$ cat src/rtl/multicycle_controller.sv
// Multicycle ARMv4 control unit: main FSM with registered datapath controls,
// ALU decoder, NZCV flag register and condition-code gating of the write enables.
module multicycle_controller (
    input  logic       clk,
    input  logic       reset,
    input  logic [3:0] Cond,
    input  logic [1:0] Op,
    input  logic [5:0] Funct,
    input  logic [3:0] ALUFlags,
    output logic       PCWrite,
    output logic       MemWrite,
    output logic       RegWrite,
    output logic       IRWrite,
    output logic       AdrSrc,
    output logic [1:0] ALUSrcA,
    output logic [1:0] ALUSrcB,
    output logic [1:0] ResultSrc,
    output logic [1:0] ImmSrc,
    output logic [1:0] RegSrc,
    output logic [1:0] ALUControl
);

    typedef enum logic [3:0] {
        StFetch,
        StDecode,
        StMemAdr,
        StMemRead,
        StMemWb,
        StMemWrite,
        StExecuteR,
        StExecuteI,
        StAluWb,
        StBranch
    } stateT;

    // Raw per-state controls, before condition gating.
    typedef struct packed {
        logic       adrSrc;
        logic [1:0] aluSrcA;
        logic [1:0] aluSrcB;
        logic [1:0] resultSrc;
        logic       irWrite;
        logic       nextPc;
        logic       regW;
        logic       memW;
        logic       branch;
        logic       aluOp;
    } ctrlT;

    stateT      state;
    stateT      nextState;
    ctrlT       ctrl;
    ctrlT       act;
    logic [3:0] flags;      // {N, Z, C, V}
    logic       condEx;
    logic       condExReg;
    logic [3:0] cmd;
    logic [1:0] flagW;
    logic       noWrite;

    // Control word asserted while the FSM sits in a given state.
    function automatic ctrlT ctrlOf(input stateT s);
        ctrlT c;
        c = '0;
        case (s)
            StFetch: begin
                c.aluSrcA   = 2'b01;
                c.aluSrcB   = 2'b10;
                c.resultSrc = 2'b10;
                c.irWrite   = 1'b1;
                c.nextPc    = 1'b1;
            end
            StDecode: begin
                c.aluSrcA   = 2'b01;
                c.aluSrcB   = 2'b10;
                c.resultSrc = 2'b10;
            end
            StMemAdr: begin
                c.aluSrcB   = 2'b01;
            end
            StMemRead: begin
                c.adrSrc    = 1'b1;
            end
            StMemWb: begin
                c.resultSrc = 2'b01;
                c.regW      = 1'b1;
            end
            StMemWrite: begin
                c.adrSrc    = 1'b1;
                c.memW      = 1'b1;
            end
            StExecuteR: begin
                c.aluOp     = 1'b1;
            end
            StExecuteI: begin
                c.aluSrcB   = 2'b01;
                c.aluOp     = 1'b1;
            end
            StAluWb: begin
                c.regW      = 1'b1;
            end
            StBranch: begin
                c.aluSrcB   = 2'b01;
                c.resultSrc = 2'b10;
                c.branch    = 1'b1;
            end
            default: c = '0;
        endcase
        return c;
    endfunction

    // Next-state sequencing from the current state and instruction fields.
    always_comb begin
        nextState = StFetch;
        case (state)
            StFetch: nextState = StDecode;
            StDecode: begin
                unique case (Op)
                    2'b00: nextState = Funct[5] ? StExecuteI : StExecuteR;
                    2'b01: nextState = StMemAdr;
                    2'b10: nextState = StBranch;
                    2'b11: nextState = StFetch;
                endcase
            end
            StMemAdr:   nextState = Funct[0] ? StMemRead : StMemWrite;
            StMemRead:  nextState = StMemWb;
            StExecuteR: nextState = StAluWb;
            StExecuteI: nextState = StAluWb;
            default:    nextState = StFetch;
        endcase
    end

    // Condition check against the stored flags.
    always_comb begin
        condEx = 1'b0;
        case (Cond)
            4'b0000: condEx = flags[2];
            4'b0001: condEx = ~flags[2];
            4'b0010: condEx = flags[1];
            4'b0011: condEx = ~flags[1];
            4'b0100: condEx = flags[3];
            4'b0101: condEx = ~flags[3];
            4'b0110: condEx = flags[0];
            4'b0111: condEx = ~flags[0];
            4'b1000: condEx = flags[1] & ~flags[2];
            4'b1001: condEx = ~flags[1] | flags[2];
            4'b1010: condEx = (flags[3] == flags[0]);
            4'b1011: condEx = (flags[3] != flags[0]);
            4'b1100: condEx = ~flags[2] & (flags[3] == flags[0]);
            4'b1101: condEx = flags[2] | (flags[3] != flags[0]);
            4'b1110: condEx = 1'b1;
            default: condEx = 1'b0;
        endcase
    end

    // While reset is held the datapath sees the FETCH controls.
    always_comb begin
        act = reset ? ctrlOf(StFetch) : ctrl;
    end

    // ALU decoder and flag-write enables.
    always_comb begin
        cmd        = Funct[4:1];
        ALUControl = 2'b00;
        flagW      = 2'b00;
        if (act.aluOp) begin
            case (cmd)
                4'b0100: ALUControl = 2'b00;
                4'b0010: ALUControl = 2'b01;
                4'b0000: ALUControl = 2'b10;
                4'b1100: ALUControl = 2'b11;
                4'b1010: ALUControl = 2'b01;
                default: ALUControl = 2'b00;
            endcase
            flagW[1] = Funct[0];
            flagW[0] = Funct[0] & ((cmd == 4'b0100) | (cmd == 4'b0010) | (cmd == 4'b1010));
        end
        // Decoded from the fields, not ALUOp, so it still holds in ALUWB.
        noWrite = (Op == 2'b00) && (cmd == 4'b1010);
    end

    // State, registered controls, condition latch and NZCV register.
    always_ff @(posedge clk) begin
        if (reset) begin
            state     <= StFetch;
            ctrl      <= ctrlOf(StFetch);
            flags     <= 4'b0000;
            condExReg <= 1'b0;
        end else begin
            state <= nextState;
            ctrl  <= ctrlOf(nextState);
            if (state == StDecode) begin
                condExReg <= condEx;
            end
            if (ctrl.aluOp) begin
                if (flagW[1] && condExReg) begin
                    flags[3:2] <= ALUFlags[3:2];
                end
                if (flagW[0] && condExReg) begin
                    flags[1:0] <= ALUFlags[1:0];
                end
            end
        end
    end

    // Gated write enables and field-derived selects.
    always_comb begin
        PCWrite   = ~reset & (act.nextPc | (act.branch & condExReg));
        RegWrite  = ~reset & act.regW & condExReg & ~noWrite;
        MemWrite  = ~reset & act.memW & condExReg;
        IRWrite   = ~reset & act.irWrite;
        AdrSrc    = act.adrSrc;
        ALUSrcA   = act.aluSrcA;
        ALUSrcB   = act.aluSrcB;
        ResultSrc = act.resultSrc;
        ImmSrc    = Op;
        RegSrc    = {Op == 2'b01, Op == 2'b10};
    end

endmodule

$ cat config.mk
export PLATFORM = sky130hd
export DESIGN_NAME = multicycle_controller
export DESIGN_NICKNAME = d
export VERILOG_FILES = /design/src/rtl/multicycle_controller.sv
export SDC_FILE = /design/constraint.sdc
export NUM_CORES = 1
export LEC_CHECK = 0
export CAP_MARGIN = 40
export CORE_ASPECT_RATIO = 0.75
export CORE_MARGIN = 2
export CORE_UTILIZATION = 48
export CTS_BUF_LIST = sky130_fd_sc_hd__clkbuf_16
export CTS_CLUSTER_SIZE = 16
export DETAILED_ROUTE_END_ITERATION = 10
export MAX_ROUTING_LAYER = met4
export PLACE_DENSITY = 0.88
export SLEW_MARGIN = 5
export SYNTH_ARGS = -nofsm -noshare
export SYNTH_HDL_FRONTEND = slang
export SYNTH_SLANG_ARGS = --single-unit
export TNS_END_PERCENT = 30
$ cat constraint.sdc
create_clock -name clk -period 2.6 [get_ports clk]
set_input_delay 0.52 -clock clk [delete_from_list [all_inputs] [get_ports clk]]
set_output_delay 0.52 -clock clk [all_outputs]
set_load 0.01 [all_outputs]
==> metrics.txt <==
H-tree levels 1; Residual DRC 0; # setup viols final 0; Final period util 0.966; Clock transition at path regs 0.05 ns; core area 2050 µm²; post-cts resize count 0; Slowest cell on crit path clkdlybuf4s50_1; antenna violations before repair 0; Power Total 778 µW; Layout Nets 182; post-synthesis sequential area ratio 0.358; cell area after synthesis 1060 µm²; Fillers 160; FF+latch count, synth 19; RSZ-0062 raised after global routing no; P_leak 0.000577 µW; P per Cell Area 518 nW/µm²; CP peak stage delay 0.49 ns; GRT Util Overall 0.245; critical path cell sequence clkdlybuf4s50_1, buf_6, or2_2, clkdlybuf4s50_1; Final WS setup 0.0875 ns; endpoint class of the critical path primary output; fin area 1500 µm²; post-DR wirelength/cell 15.0 µm; Distinct cells, synth 46; CTS tree done; TNS Setup 0 ns; Worst EP required 2.08 ns; number of core rows 14; synth warn 0; vias in the first global route 1,004; Min-Delay Path Class reg -> reg; Syn Inst Count 128; TritonCTS Buffers 3; final critical-path required period 2.51 ns; io pins 35; asr flop ratio synth 0; Worst EP arrival 1.99 ns; Top FF cell, synth dfxtp_1; CP Max Fanout 17; hold slack 0.566 ns; first-pass GRT wire length 4.56 mm; diode count 0; Max Buffers Root-to-Sink 2; via/cell ratio 5.70; Die Span X 58.3 µm; initial DRC count 58; Die Footprint 2610 µm²; Post-synth EDFFs 0; CP startpoint kind input pin; Die Height 44.7 µm; pin count of the biggest net entering global routing 18; gpl congestion 0.927; Slew Limit Fails 0; root buffer cell clkbuf_16; Setup Skew 0.00135 ns; Crit Path Class in -> out; Clock Latency Late Sink 0.25 ns; WP buf/inv 3; grt ovf 0; number of port buffers 33; share of layout cells above drive strength 1 0.135; CP delay by family, top buffers and inverters; via count 1,065; DR pass1 iterations 4; cts hold-fix bufs 0; Area Overhead vs Synth 41.5%; post-synth net total 146; CTS Sinks 19; Avg Inst Size Synth 8.30 µm²; starting density of the core 0.518; Peak VDD IR 0.000550 V; Hold Fails Final Rpt 0; maximum clock rate 398 MHz; run status complete, no violations; most used cell, CP clkdlybuf4s50_1; drt total wl 2.80 mm; number of buffers added for setup after CTS 0; DPL Wire Length 2.08 mm; MaxCap Viol Count 0; Setup Slack @ Placement 0.0607 ns; Placed Area 1420 µm²; Final ANT Viol Nets 0
-- worst reg2reg max path, delay by kind of cell (launching register included) --
family	cells	cell delay (ns)
DFF	1	0.43
AOI/OAI and AO/OA	3	0.57
and+or+nand+nor	2	0.40
-- Yosys cell counts, drive strengths merged, types with 2 or more instances --
library cell  number  area (µm²)
nor3               9        45.0
dfxtp             19         380
mux2               2        22.5
nor2              16        60.1
clkbuf             3        12.5
nor3b              2        15.0
nand2              5        18.8
xor2               2        17.5
inv                7        26.3
and2               2        12.5
nor2b              8        50.1
a21oi              5        25.0
o21ai              2        10.0
or2                3        18.8
and3b              2        18.8
a31oi              3        18.8
buf                5        35.0
nand2b             4        25.0
mux2i              3        30.0
nand3b             4        30.0
-- per-stage QoR --
step / cells / util
finish: 187 / 0.733
global route: 187 / 0.733
CTS: 187 / 0.731
detailed placement: 183 / 0.693
global placement: 183 / 0.693
floorplan: 128 / -
-- path summary, 6_finish.rpt --
check,startpoint,end,slack [ns],depth (start not counted)
worst max-delay path,reset,ALUSrcB[1],0.09,4
worst min-delay path,flags[1],flags[1],0.57,2
worst max register to register,state[0],ctrl[7],1.09,5
worst min register to register,flags[1],flags[1],0.57,2
-- flip-flops by register name, indices dropped and copies added, names as in the netlist --
signal	flops
condExReg	1
ctrl	10
flags	4
state	4
-- layer usage --
layer  vias to the layer above  global-route usage  share of wire
met4                         0              0.0884         0.0082
li1                        518                   -              -
met3                         4              0.0659          0.088
met2                        45               0.396           0.49
met1                       498               0.297           0.42
met5                         -                   -              0
-- logic make-up (layout without fill, tap and decap cells) --
kind of cell    after synthesis  count (layout)  synth area share
buf+inv                      15              50            0.0695
flops                        19              19             0.358
other cells                   1               1           0.00353
mux                           5               5            0.0495
simple gates                 61              61             0.325
compound gates               24              24             0.170
xor+xnor                      3               3            0.0247
-- layout by cell type (no fill, tap or decap), types with 2 or more instances in the layout --
| cell type | n |
|---|---|
| and2_1 | 2 |
| xor2_1 | 2 |
| buf_4 | 5 |
| nor2_1 | 16 |
| nand2b_1 | 4 |
| clkdlybuf4s50_1 | 33 |
| nor3b_1 | 2 |
| mux2i_1 | 3 |
| nor3_1 | 9 |
| mux2_2 | 2 |
| a21oi_1 | 5 |
| nand2_1 | 5 |
| o21ai_0 | 2 |
| inv_1 | 7 |
| nor2b_1 | 8 |
| dfxtp_1 | 19 |
| nand3b_1 | 4 |
| a31oi_1 | 3 |
| clkbuf_16 | 3 |
| or2_2 | 3 |
-- report_power, final --
part           total [µW]  switching [µW]  internal [µW]  leakage (µW)
registers             317            10.5            306      0.000155
logic                 152            72.0           80.0      0.000380
clock network         310             105            204     0.0000423
total                 778             188            591      0.000577
-- final cells by class --
type	count	area, µm²	share of cell area
clock buffer	3	75.1	0.0500
clock inverter	1	3.75	0.00250
inverter	7	26.3	0.0175
multi-input combinational	94	608	0.405
sequential	19	380	0.253
tap	24	30.0	0.0200
timing repair buffer	39	379	0.252
No activity file was read; power rests on OpenSTA's default activity.
